===== config.mk =====
export PLATFORM = sky130hd
export DESIGN_NAME = rdid_spi_master
export DESIGN_NICKNAME = d
export VERILOG_FILES = /design/src/rtl/rdid_spi_master_pkg.sv /design/src/rtl/rdid_spi_master_spi_tick_gen.sv /design/src/rtl/rdid_spi_master.sv
export SDC_FILE = /design/constraint.sdc
export NUM_CORES = 1
export LEC_CHECK = 0
export BUFFER_PORTS_ARGS = -buffer_cell sky130_fd_sc_hd__buf_2
export CAP_MARGIN = 20
export CORE_MARGIN = 3
export CORE_UTILIZATION = 51
export CTS_CLUSTER_DIAMETER = 150
export DETAILED_ROUTE_END_ITERATION = 7
export GPL_ROUTABILITY_DRIVEN = 0
export MAX_ROUTING_LAYER = met4
export PLACE_DENSITY = 0.74
export SETUP_SLACK_MARGIN = 0.15
export SLEW_MARGIN = 20
export SYNTH_ARGS = -nofsm -noshare
export SYNTH_HDL_FRONTEND = slang
export SYNTH_HIERARCHICAL = 1
export SYNTH_SLANG_ARGS = --single-unit

===== constraint.sdc =====
create_clock -name clk -period 2.05 [get_ports clk]
set_clock_uncertainty 0.1 [all_clocks]
set_input_delay 0 -clock clk [delete_from_list [all_inputs] [get_ports clk]]
set_output_delay 0 -clock clk [all_outputs]
set_load 0.01 [all_outputs]

===== src/rtl/rdid_spi_master_pkg.sv =====
// Shared definitions for the RDID SPI master: state encoding, command constants
// and the byte/bit counts of a JEDEC identification read.
package rdid_spi_master_pkg;

   localparam logic [2:0] ST_IDLE     = 3'd0;
   localparam logic [2:0] ST_CS_SETUP = 3'd1;
   localparam logic [2:0] ST_XFER     = 3'd2;
   localparam logic [2:0] ST_CS_HOLD  = 3'd3;
   localparam logic [2:0] ST_DONE     = 3'd4;

   typedef enum logic [2:0] {
      IDLE     = ST_IDLE,
      CS_SETUP = ST_CS_SETUP,
      XFER     = ST_XFER,
      CS_HOLD  = ST_CS_HOLD,
      DONE     = ST_DONE
   } state_t;

   localparam logic [7:0] RDID_OPCODE_DEFAULT = 8'h9F;
   localparam int         OPCODE_BITS         = 8;
   localparam int         JEDEC_BYTES         = 3;
   localparam int         RX_BITS             = JEDEC_BYTES * 8;
   localparam int         TOTAL_BITS          = OPCODE_BITS + RX_BITS;
   localparam int         BIT_CNT_W           = $clog2(TOTAL_BITS);
   localparam logic [BIT_CNT_W-1:0] LAST_BIT  = BIT_CNT_W'(TOTAL_BITS - 1);

   // Byte 0 is the first byte on the wire (manufacturer), held in the top of rx.
   function automatic logic [7:0] jedec_byte(input logic [RX_BITS-1:0] rx, input int idx);
      return rx[RX_BITS-1-8*idx -: 8];
   endfunction

endpackage


===== src/rtl/rdid_spi_master_spi_tick_gen.sv =====
// Free-running 0..CLK_DIV-1 divider for SPI bit timing; tick marks the last
// count of each SCK half-period. Clearing restarts the half-period.
module spi_tick_gen #(
   parameter int CLK_DIV = 4
) (
   input  logic clk,
   input  logic reset,
   input  logic enable,
   input  logic clear,
   output logic tick
);

   localparam int                CNT_W   = (CLK_DIV > 1) ? $clog2(CLK_DIV) : 1;
   localparam logic [CNT_W-1:0]  CNT_MAX = CNT_W'(CLK_DIV - 1);

   logic [CNT_W-1:0] cnt_reg;
   logic [CNT_W-1:0] cnt_next;

   always_comb begin
      cnt_next = cnt_reg;
      if (clear || !enable) begin
         cnt_next = '0;
      end else if (cnt_reg == CNT_MAX) begin
         cnt_next = '0;
      end else begin
         cnt_next = cnt_reg + 1'b1;
      end
   end

   always_ff @(posedge clk) begin
      if (reset) begin
         cnt_reg <= '0;
      end else begin
         cnt_reg <= cnt_next;
      end
   end

   assign tick = enable && (cnt_reg == CNT_MAX);

endmodule


===== src/rtl/rdid_spi_master.sv =====
// SPI mode-0 master that issues the Read-Identification command on a start
// pulse and returns the 3-byte JEDEC ID with a one-cycle done strobe.
module rdid_spi_master
   import rdid_spi_master_pkg::*;
#(
   parameter int         CLK_DIV     = 4,
   parameter logic [7:0] RDID_OPCODE = RDID_OPCODE_DEFAULT
) (
   input  logic       clk,
   input  logic       reset,
   input  logic       start,
   input  logic       spi_miso,
   output logic       spi_sck,
   output logic       spi_cs_n,
   output logic       spi_mosi,
   output logic       busy,
   output logic       done,
   output logic [7:0] mfg_id,
   output logic [7:0] mem_type,
   output logic [7:0] mem_cap
);

   state_t                  state_reg, state_next;
   logic                    cs_n_reg, cs_n_next;
   logic                    sck_reg, sck_next;
   logic                    mosi_reg, mosi_next;
   logic                    busy_reg, busy_next;
   logic                    done_reg, done_next;
   logic [OPCODE_BITS-1:0]  tx_reg, tx_next;
   logic [RX_BITS-1:0]      rx_reg, rx_next;
   logic [BIT_CNT_W-1:0]    bit_cnt_reg, bit_cnt_next;
   logic                    id_load;
   logic                    tick;
   logic                    cnt_clear;

   spi_tick_gen #(
      .CLK_DIV (CLK_DIV)
   ) u_tick_gen (
      .clk     (clk),
      .reset   (reset),
      .enable  (state_reg != IDLE),
      .clear   (cnt_clear),
      .tick    (tick)
   );

   // Every state change restarts the divider so each phase lasts whole half-periods.
   assign cnt_clear = (state_next != state_reg);

   always_comb begin
      state_next   = state_reg;
      cs_n_next    = cs_n_reg;
      sck_next     = sck_reg;
      mosi_next    = mosi_reg;
      busy_next    = busy_reg;
      done_next    = 1'b0;
      tx_next      = tx_reg;
      rx_next      = rx_reg;
      bit_cnt_next = bit_cnt_reg;
      id_load      = 1'b0;

      case (state_reg)
         IDLE: begin
            if (start) begin
               state_next   = CS_SETUP;
               cs_n_next    = 1'b0;
               busy_next    = 1'b1;
               sck_next     = 1'b0;
               tx_next      = RDID_OPCODE;
               mosi_next    = RDID_OPCODE[7];
               bit_cnt_next = '0;
            end
         end
         CS_SETUP: begin
            if (tick) begin
               state_next = XFER;
            end
         end
         XFER: begin
            if (tick) begin
               if (!sck_reg) begin
                  // Rising edge: slave data is stable, shift it in MSB first.
                  sck_next = 1'b1;
                  rx_next  = {rx_reg[RX_BITS-2:0], spi_miso};
               end else begin
                  sck_next     = 1'b0;
                  tx_next      = {tx_reg[OPCODE_BITS-2:0], 1'b0};
                  mosi_next    = tx_reg[OPCODE_BITS-2];
                  bit_cnt_next = bit_cnt_reg + 1'b1;
                  if (bit_cnt_reg == LAST_BIT) begin
                     state_next = CS_HOLD;
                  end
               end
            end
         end
         CS_HOLD: begin
            if (tick) begin
               state_next = DONE;
               cs_n_next  = 1'b1;
               done_next  = 1'b1;
               id_load    = 1'b1;
            end
         end
         DONE: begin
            if (tick) begin
               state_next = IDLE;
               busy_next  = 1'b0;
            end
         end
         default: begin
            state_next = IDLE;
            cs_n_next  = 1'b1;
            sck_next   = 1'b0;
            busy_next  = 1'b0;
         end
      endcase
   end

   always_ff @(posedge clk) begin
      if (reset) begin
         state_reg   <= IDLE;
         cs_n_reg    <= 1'b1;
         sck_reg     <= 1'b0;
         mosi_reg    <= 1'b0;
         busy_reg    <= 1'b0;
         done_reg    <= 1'b0;
         tx_reg      <= '0;
         rx_reg      <= '0;
         bit_cnt_reg <= '0;
      end else begin
         state_reg   <= state_next;
         cs_n_reg    <= cs_n_next;
         sck_reg     <= sck_next;
         mosi_reg    <= mosi_next;
         busy_reg    <= busy_next;
         done_reg    <= done_next;
         tx_reg      <= tx_next;
         rx_reg      <= rx_next;
         bit_cnt_reg <= bit_cnt_next;
      end
   end

   genvar gi;
   generate
      for (gi = 0; gi < JEDEC_BYTES; gi++) begin : g_id
         logic [7:0] byte_reg;
         always_ff @(posedge clk) begin
            if (reset) begin
               byte_reg <= '0;
            end else if (id_load) begin
               byte_reg <= jedec_byte(rx_reg, gi);
            end
         end
      end
   endgenerate

   assign spi_cs_n = cs_n_reg;
   assign spi_sck  = sck_reg;
   assign spi_mosi = mosi_reg;
   assign busy     = busy_reg;
   assign done     = done_reg;
   assign mfg_id   = g_id[0].byte_reg;
   assign mem_type = g_id[1].byte_reg;
   assign mem_cap  = g_id[2].byte_reg;

endmodule

**After elaboration in Yosys (flattened, before gate mapping)**

Cells that the tools add are included.

- Word-level logic and storage cells: 76
- Memory bits (read-only): 0
- Bits in latches: 0
- Memory bits (writable): 0
- Input port bits: 4
- Output and inout bits: 29
- Register bits after elaboration: 70
- Memories kept: 0

- Add/subtract/negate cells: 2
- $mul: 0
- Reduce and logical (&&, ||, !) cells: 15
- Bitwise operators: 4
- Mux-type cells: 30
- Div/mod/pow operators: 0
- Order comparisons: 0
- Equal/unequal tests: 12
- Shift operators: 0

Operator list:

| kind | number |
|---|---|
| $mux W3 | 7 |
| $mux W7 | 3 |
| $mux W5 | 3 |
| $pmux W3 S5 | 1 |
| $pmux W7 S2 | 1 |
| $reduce_and A3 Y1 | 4 |
| $reduce_or A3 Y1 | 4 |
| $mux W1 | 10 |
| $ne A2 B2 Y1 const B | 5 |
| $pmux W5 S2 | 1 |
| $pmux W1 S3 | 3 |
| $eq A3 B2 Y1 const B | 2 |
| $add A5 B1 Y5 const B | 1 |
| $eq A5 B5 Y1 const B | 1 |
| $not A1 Y1 | 4 |
| $reduce_and A4 Y1 | 1 |
| $eq A3 B1 Y1 const B | 1 |
| $eq A3 B3 Y1 const B | 1 |
| $logic_not A3 Y1 | 1 |
| $ne A3 B3 Y1 | 1 |
| $reduce_bool A3 Y1 | 1 |
| $add A2 B1 Y2 const B | 1 |
| $eq A2 B2 Y1 const B | 1 |
| $pmux W1 S2 | 1 |
| 4 further kinds | 4 |

**Longest topological paths before layout**

Gate-level depths: netlist (run 1).

- Word-level depth: 8
- Mapped depth: 9

**By module**

The synthesis (run 1) kept the hierarchy.

Modules (own cells, without submodules):

| module | cells each | seq. area each (sq um) | area an instance (sq um) | times used |
|---|---|---|---|---|
| rdid_spi_master | 311 | 1361.3 | 2561.2 | 1 |
| spi_tick_gen | 7 | 40.0 | 85.1 | 1 |

**Worst setup path after synthesis (run 1)**

OpenSTA, ideal clock, no wires.

- Kind: register to register
- Start: register state_reg[1]
- End: register u_tick_gen.cnt_reg[0]
- Cell stages (with the launch flop): 9
- Data arrival time: 2.004 ns
- Setup slack: -0.115 ns
- Buffers on the path: 1
- Data required time: 1.889 ns
- Cells stage by stage: dfxtp_1 clkbuf_1 or3_1 and2_1 and3_1 a211oi_1 a21oi_1 nor2_1 and4bb_1

- Word-level cells in the longest chain between the ends: 7
- Elaborated cells between the ends (all ways): 19

RTL lines:

| item | RTL line | source |
|---|---|---|
| start: declaration | rdid_spi_master.sv:23 | `state_t state_reg, state_next;` |
| start signal: assignment | rdid_spi_master.sv:130 | `state_reg <= state_next;` |
| $reduce_bool A3 Y1 (*) | rdid_spi_master.sv:41 | `.enable (state_reg != IDLE),` |
| $logic_and A1 B1 Y1 (*) | rdid_spi_master_spi_tick_gen.sv:38 | `assign tick = enable && (cnt_reg == CNT_MAX);` |
| named net tick | rdid_spi_master.sv:33 | `logic tick;` |
| $mux W3 (on tied branches) | -- |  |
| $pmux W3 S5 (*) | rdid_spi_master.sv:61 | `case (state_reg)` |
| $ne A3 B3 Y1 (*) | rdid_spi_master.sv:47 | `assign cnt_clear = (state_next != state_reg);` |
| named net cnt_clear | rdid_spi_master.sv:34 | `logic cnt_clear;` |
| $logic_or A1 B1 Y1 (*) | rdid_spi_master_spi_tick_gen.sv:21 | `if (clear \|\| !enable) begin` |
| $reduce_or A3 Y1 (no line) (*) | -- |  |
| end signal: assignment | rdid_spi_master_spi_tick_gen.sv:34 | `cnt_reg <= cnt_next;` |
| end: declaration | rdid_spi_master_spi_tick_gen.sv:16 | `logic [CNT_W-1:0] cnt_reg;` |

Mark *: on every way through the listed nets, which the timed path passes. The rest lies on a longest branch.
A chain may end at the register's enable or synchronous reset.

**Final worst setup path (run 1)**

- Start: register u_tick_gen.cnt_reg[0]
- End: register rx_reg[18]

- Word-level cells in the longest chain between the ends: 3

RTL lines:

| item | RTL line | source |
|---|---|---|
| $eq A2 B2 Y1 | rdid_spi_master_spi_tick_gen.sv:38 |  |
| $logic_and A1 B1 Y1 | rdid_spi_master_spi_tick_gen.sv:38 |  |
| named net tick | rdid_spi_master.sv:33 |  |
| $reduce_and A3 Y1 (no line) | -- |  |
| end signal: assignment | rdid_spi_master.sv:137 | `rx_reg <= rx_next;` |
| end: declaration | rdid_spi_master.sv:30 | `logic [RX_BITS-1:0] rx_reg, rx_next;` |

The timed path passes the listed nets, and every way through them passes these cells.

==> impl_metrics.json, run 1 <==
{
  "status": "complete, no violations",
  "grt_pass1_wl_um": 9197,
  "rows": 25,
  "max-vdd-ir-drop_mv": 0.5894,
  "port_buffers": 32,
  "antenna_found_initial": 0,
  "core_area_sq_mm": 0.004880,
  "area_delta_synth_final_pct": 31.96,
  "max_stage_delay_ns": 0.49,
  "timing.hold.ws_ns": 0.3520,
  "internal-power_mw": 2.055,
  "gr-total-overflow": 0,
  "seq_power_share": 0.521,
  "detail_route.drc_violations": 0,
  "drt_iter0_drc": 149,
  "crit_slowest_cell": "or4_4",
  "vias": 2299,
  "leakagePower_nw": 1.345,
  "stdcell_area_sq_mm": 0.003492,
  "rr_worst_depth": 8,
  "rsz0062_at_grt": "true",
  "cts.reportedPaths.clkPinSlew_ns": 0.08,
  "final_antenna_net_count": 0,
  "met1_length_um": 2820,
  "power_frac_comb": 0.044,
  "totalWireLength_um": 6303,
  "met3_length_um": 242,
  "initial_core_util": 0.5423,
  "cts_max_level": 3,
  "max_slew_margin": 0.6652,
  "slew_violations": 0,
  "end_kind": "flip-flop",
  "synth_cells": 318,
  "cts_buffers": 9,
  "final_util": 0.7156,
  "timing.critical_path.cells": "ha_4 > and2_4 > nand2_4 > buf_6 > or4_4 > buf_12 > nand2_1 > a21oi_1",
  "syn_nets": 325,
  "max_clock_freq_mhz": 512.3,
  "crit_buf_inv": 2,
  "antennaDiodeCount": 0,
  "power_density_mw_per_mm2": 762.7,
  "yosysSeqAreaShare": 0.5296,
  "ioPinCount": 33,
  "hold_path.class": "reg -> reg",
  "setup_viol": 0,
  "wire_per_inst_um": 14.33,
  "netlist_area_sq_mm": 0.002646,
  "switchingPower_mw": 0.6088,
  "clk_path_buf_depth": 2,
  "clkPwrFrac": 0.435,
  "path_delay_family": "simple AND/OR/NAND/NOR gates",
  "arrival_ns": 2.07,
  "clk_latency_ns": 0.34,
  "ys_types": 33,
  "cts_sinks": 70,
  "die_area_sq_mm": 0.006089,
  "crit_required_ns": 2.17,
  "num-nets-final": 375,
  "drive_gt1_frac": 0.3137,
  "avgSynthCellArea_sq_um": 8.322,
  "cts_tree": "yes",
  "grt_pass1_vias": 1995,
  "critPathKind": "reg -> reg",
  "drt_pre_antenna_iters": 4,
  "ys_seq_elements": 70,
  "path_depth": 8,
  "worstMarginPinSlew_ns": 0.5011,
  "die_x_um": 78.04,
  "crit_path_start_kind": "flip-flop",
  "grt_use_total": 0.1944,
  "worstHoldPathCells": 2,
  "hpwl_um": 3195,
  "hold_violations": 0,
  "ys_warn_count": 6,
  "clockRootBuffer": "clkbuf_8",
  "fp.dieH_um": 78.04,
  "viasPerCell": 5.225,
  "grt_max_degree": 25,
  "dr_wl_met2_um": 3120,
  "largest_register_ffs": 24,
  "path_max_fanout": 6,
  "min_period_ns": 1.952,
  "switching_share": 0.2286,
  "dpl_cell_area_sq_mm": 0.002884,
  "finalCritPeriodShare": 0.9522,
  "routed.top_layer": "met4",
  "cap_violations": 0
}
-- cells in the final DEF (no fill, tap or decap), drive strengths merged, types with 3 or more instances in the layout --
cell | Yosys | routed
nand2 | 101 | 101
nor3 | 3 | 3
nor2 | 18 | 18
o21ai | 4 | 4
a21oi | 54 | 54
buf | 13 | 54
nand2b | 3 | 3
ha | 3 | 3
mux2i | 4 | 4
a311oi | 5 | 5
clkbuf | 9 | 13
xor2 | 3 | 3
inv | 6 | 7
dfxtp | 70 | 70
dlygate4sd3 | 0 | 4
and3 | 3 | 3
-- area by class of cell --
cell class	instances	area (sq um)
Sequential cell	70	1406
Fill cell	364	1388
Inverter	6	22.52
Timing Repair Buffer	60	455.4
Tap cell	67	83.83
Multi-Input combinational cell	221	1316
Clock inverter	5	56.30
Clock buffer	11	151.4
-- through the flow --
stage	total power, mW	setup TNS (ns)	worst slack [ns]	std cells
after global routing	2.738	0	0.07696	440
after detailed placement	1.516	-0.03779	-0.02820	407
after CTS	2.657	0	0.1417	430
after global placement	1.515	0	0.05923	407
after floorplan	1.495	0	0.09848	318
final	2.663	0	0.09809	440
-- timing repair --
action | CTS | global route
hold buffers | 4 | 0
pin swaps | 5 | 19
endpoints found under the hold margin | 14 | 0
setup endpoints to repair | 26 | 39
cloned | 1 | 3
setup buffers | 2 | 7
resized for setup | 8 | 45
-- cells in the mapped netlist --
library cell  count  share of area
nand2_1         100           0.14
dfxtp_1          70           0.53
a21oi_1          54           0.10
nor2_1           17          0.024
buf_2            10          0.019
clkbuf_1          9          0.013
inv_1             6         0.0085
a311oi_1          5          0.017
mux2i_1           4          0.015
o21ai_0           4         0.0076
and3_1            3         0.0071
buf_6             3          0.013
ha_1              3          0.014
nand2b_1          3         0.0071
nor3_1            3         0.0057
xor2_1            3         0.0099
nor2b_1           2         0.0047
nor4b_1           2         0.0066
o211ai_1          2         0.0057
or2_2             2         0.0047
a211oi_1          1         0.0028
and2_1            1         0.0024
and4b_1           1         0.0038
and4bb_1          1         0.0047
nand2_2           1         0.0024
nor2_2            1         0.0024
nor4_4            1         0.0080
o21a_2            1         0.0033
o31a_1            1         0.0033
o31ai_1           1         0.0028
or3_1             1         0.0024
or4_1             1         0.0028
xnor2_1           1         0.0033
-- cells by family (layout without fill, tap and decap cells) --
| group | count (synthesis) | after routing | share of synthesized area |
|---|---|---|---|
| multiplexers | 4 | 4 | 0.01513 |
| AO/OA/AOI/OAI | 69 | 69 | 0.1442 |
| buffers and inverters | 28 | 82 | 0.05295 |
| AND/OR/NAND/NOR | 140 | 141 | 0.2307 |
| flip-flops | 70 | 70 | 0.5295 |
| XOR/XNOR | 4 | 4 | 0.01324 |
| adder cells (fa/ha/maj) | 3 | 3 | 0.01419 |
-- worst register-to-register path, cell delays in order (launching register included) --
cell     delay (ns)
dfxtp_2        0.35
ha_4           0.14
and2_4         0.18
nand2_4        0.08
buf_6          0.13
or4_4          0.49
buf_12         0.18
nand2_1        0.09
a21oi_1        0.09
-- final timing paths --
check / startpoint / slack, ns / endpoint
worst max-delay path: u_tick_gen/cnt_reg[0]$_SDFF_PP0_ / 0.1 / rx_reg[18]$_SDFFE_PP0P_
worst min-delay path: mem_cap[4]$_SDFFE_PP0P_ / 0.35 / mem_cap[4]$_SDFFE_PP0P_
worst max register to register: u_tick_gen/cnt_reg[0]$_SDFF_PP0_ / 0.1 / rx_reg[18]$_SDFFE_PP0P_
worst min register to register: mem_cap[4]$_SDFFE_PP0P_ / 0.35 / mem_cap[4]$_SDFFE_PP0P_
-- power groups by stage --
stage | combinational (mW) | clock, mW | sequential [mW]
2_1_floorplan | 0.0742 | 0 | 1.42
3_3_place_gp | 0.0975 | 0 | 1.42
3_5_place_dp | 0.0986 | 0 | 1.42
4_1_cts | 0.110 | 1.16 | 1.39
5_1_grt | 0.129 | 1.22 | 1.39
6_report | 0.118 | 1.16 | 1.39
-- per-layer routing --
layer / global-route usage / vias to the layer above
li1: - / 1148
met1: 0.2374 / 1088
met2: 0.3125 / 52
met3: 0.03555 / 11
met4: 0.09266 / 0
met5: - / -
(Power assumes the default switching activity.)
==> run 2, diff against run 1 <==
--- a/config.mk
+++ b/config.mk
@@ -7,7 +7,6 @@
 export LEC_CHECK = 0
 export BUFFER_PORTS_ARGS = -buffer_cell sky130_fd_sc_hd__buf_2
 export CAP_MARGIN = 20
-export CORE_MARGIN = 3
 export CORE_UTILIZATION = 51
 export CTS_CLUSTER_DIAMETER = 150
 export DETAILED_ROUTE_END_ITERATION = 7
@@ -15,6 +14,7 @@
 export MAX_ROUTING_LAYER = met4
 export PLACE_DENSITY = 0.74
 export SETUP_SLACK_MARGIN = 0.15
+export SKIP_LAST_GASP = 1
 export SLEW_MARGIN = 20
 export SYNTH_ARGS = -nofsm -noshare
 export SYNTH_HDL_FRONTEND = slang
==> impl_metrics.json, run 2 (synthesis results as in run 1) <==
{
  "layout_commonest_cell": "nand2_1",
  "fillers": 379,
  "worstHoldPathCells": 2,
  "grt_pass1_wl_um": 9321,
  "power_density_mw_per_mm2": 822.9,
  "hold_path.startpoint": "reset",
  "area_delta_synth_final_pct": 24.40,
  "fp.dieH_um": 74.04,
  "core_area_sq_mm": 0.004848,
  "crit_path_start_kind": "flip-flop",
  "r2r-end": "u_tick_gen/cnt_reg[0]$_SDFF_PP0_",
  "hold_violations": 0,
  "max_stage_delay_ns": 0.38,
  "largest_register_ffs": 24,
  "antennaDiodeCount": 0,
  "ioPinCount": 33,
  "vias": 2280,
  "pre_cts_slack_ns": -0.05862,
  "clk_latency_ns": 0.33,
  "clk_path_buf_depth": 2,
  "max-vdd-ir-drop_mv": 0.4809,
  "rr_worst_depth": 8,
  "multiInputGateArea_sq_mm": 0.001195,
  "viasPerCell": 5.241,
  "finalPower_mw": 2.709,
  "startpoint": "state_reg[0]$_SDFF_PP0_",
  "die_area_sq_mm": 0.005481,
  "final_cells": 435,
  "cts_max_level": 3,
  "initial_core_util": 0.5458,
  "worstMarginPinSlew_ns": 0.7099,
  "clockRootBuffer": "clkbuf_8",
  "timing.hold.ws_ns": 0.04221,
  "final_cell_mix": "nand2_1, dfxtp_1, a21oi_1",
  "num-nets-final": 370,
  "setup_viol": 0,
  "arrival_ns": 2.12,
  "reg2reg_from": "state_reg[0]$_SDFF_PP0_",
  "path_max_fanout": 5,
  "rows": 25,
  "drive_gt1_frac": 0.2364,
  "totalWireLength_um": 5642,
  "max_clock_freq_mhz": 513.1,
  "antenna_found_initial": 0,
  "cap_violations": 0,
  "hold_path.class": "in -> reg",
  "cts_sinks": 70,
  "place_inst": 407,
  "max_slew_margin": 0.5232,
  "final_antenna_net_count": 0,
  "drt_iter0_drc": 166,
  "crit_buf_inv": 1,
  "timing.critical_path.cells": "or3_4 > and2_4 > buf_6 > and3_4 > a211oi_4 > a21oi_2 > nor2_2 > and4bb_1",
  "rsz0062_at_grt": "true",
  "critPathKind": "reg -> reg",
  "gr-total-overflow": 0,
  "cts.reportedPaths.clkPinSlew_ns": 0.07,
  "dpl_cell_area_sq_mm": 0.002897,
  "slew_violations": 0,
  "seqCellArea_sq_mm": 0.001405,
  "cts_tree": "yes",
  "grt_pass1_vias": 2033,
  "ff2ff_setup_slack_ns": 0.10,
  "grt_max_degree": 36,
  "port_buffers": 32,
  "grt_use_total": 0.2307,
  "stdcell_area_sq_mm": 0.003292,
  "hold_end": "tx_reg[0]$_SDFFE_PP0P_",
  "wire_per_inst_um": 12.97,
  "crit_slowest_cell": "or3_4",
  "hpwl_um": 3291,
  "end_kind": "flip-flop",
  "status": "complete, no violations",
  "min_period_ns": 1.949,
  "drt_pre_antenna_iters": 4,
  "finalCritPeriodShare": 0.9508,
  "cts_buffers": 9,
  "die_x_um": 74.04,
  "crit_required_ns": 2.22,
  "setup_ws_ns": 0.1010,
  "detail_route.drc_violations": 0,
  "path_delay_family": "simple AND/OR/NAND/NOR gates",
  "leakagePower_nw": 1.279
}
run 2: what timing repair did:
item                       in CTS  in global routing
gates resized for setup        10                  9
gates cloned                    2                  0
setup buffers                   5                  3
hold endpoints to repair        2                  0
pin swaps                       7                  6
setup endpoints to repair      38                 63
hold buffers                    2                  0
run 2: where the power goes:
group	internal (mW)	switching, mW	total (mW)
clock	0.715	0.484	1.20
combinational	0.0521	0.0692	0.121
sequential	1.38	0.00999	1.39
total	2.15	0.563	2.71
run 2: cell type report:
| class | count | share of cell area |
|---|---|---|
| Timing Repair Buffer | 54 | 0.1125 |
| Tap cell | 67 | 0.02547 |
| Multi-Input combinational cell | 222 | 0.3630 |
| Inverter | 6 | 0.006841 |
| Sequential cell | 70 | 0.4268 |
| Clock inverter | 4 | 0.02128 |
| Clock buffer | 12 | 0.04409 |
run 2: metal layers:
layer / share of wire / track usage / routed length, um
met1: 0.47 / 0.2910 / 2650
met2: 0.48 / 0.3657 / 2699
met3: 0.039 / 0.05285 / 220
met4: 0.013 / 0.07479 / 71
met5: 0 / - / 0
run 2: worst max path at each step:
| stage | end | slack, ns | depth (start not counted) |
|---|---|---|---|
| finish | u_tick_gen/cnt_reg[0]$_SDFF_PP0_ | 0.10 | 8 |
| global route | u_tick_gen/cnt_reg[0]$_SDFF_PP0_ | 0.02 | 8 |
| CTS | u_tick_gen/cnt_reg[0]$_SDFF_PP0_ | 0.05 | 8 |
| detailed placement | rx_reg[20]$_SDFFE_PP0P_ | -0.06 | 6 |
| global placement | u_tick_gen/cnt_reg[0]$_SDFF_PP0_ | 0.06 | 8 |
| floorplan | bit_cnt_reg[1]$_SDFFE_PP0P_ | 0.1 | 8 |
run 2: through the flow:
stage                     TNS (ns)  utilization
after global routing             0       0.6790
after CTS                        0       0.6676
after global placement           0       0.5974
final                            0       0.6790
after floorplan                  0            -
after detailed placement   -0.1605       0.5974
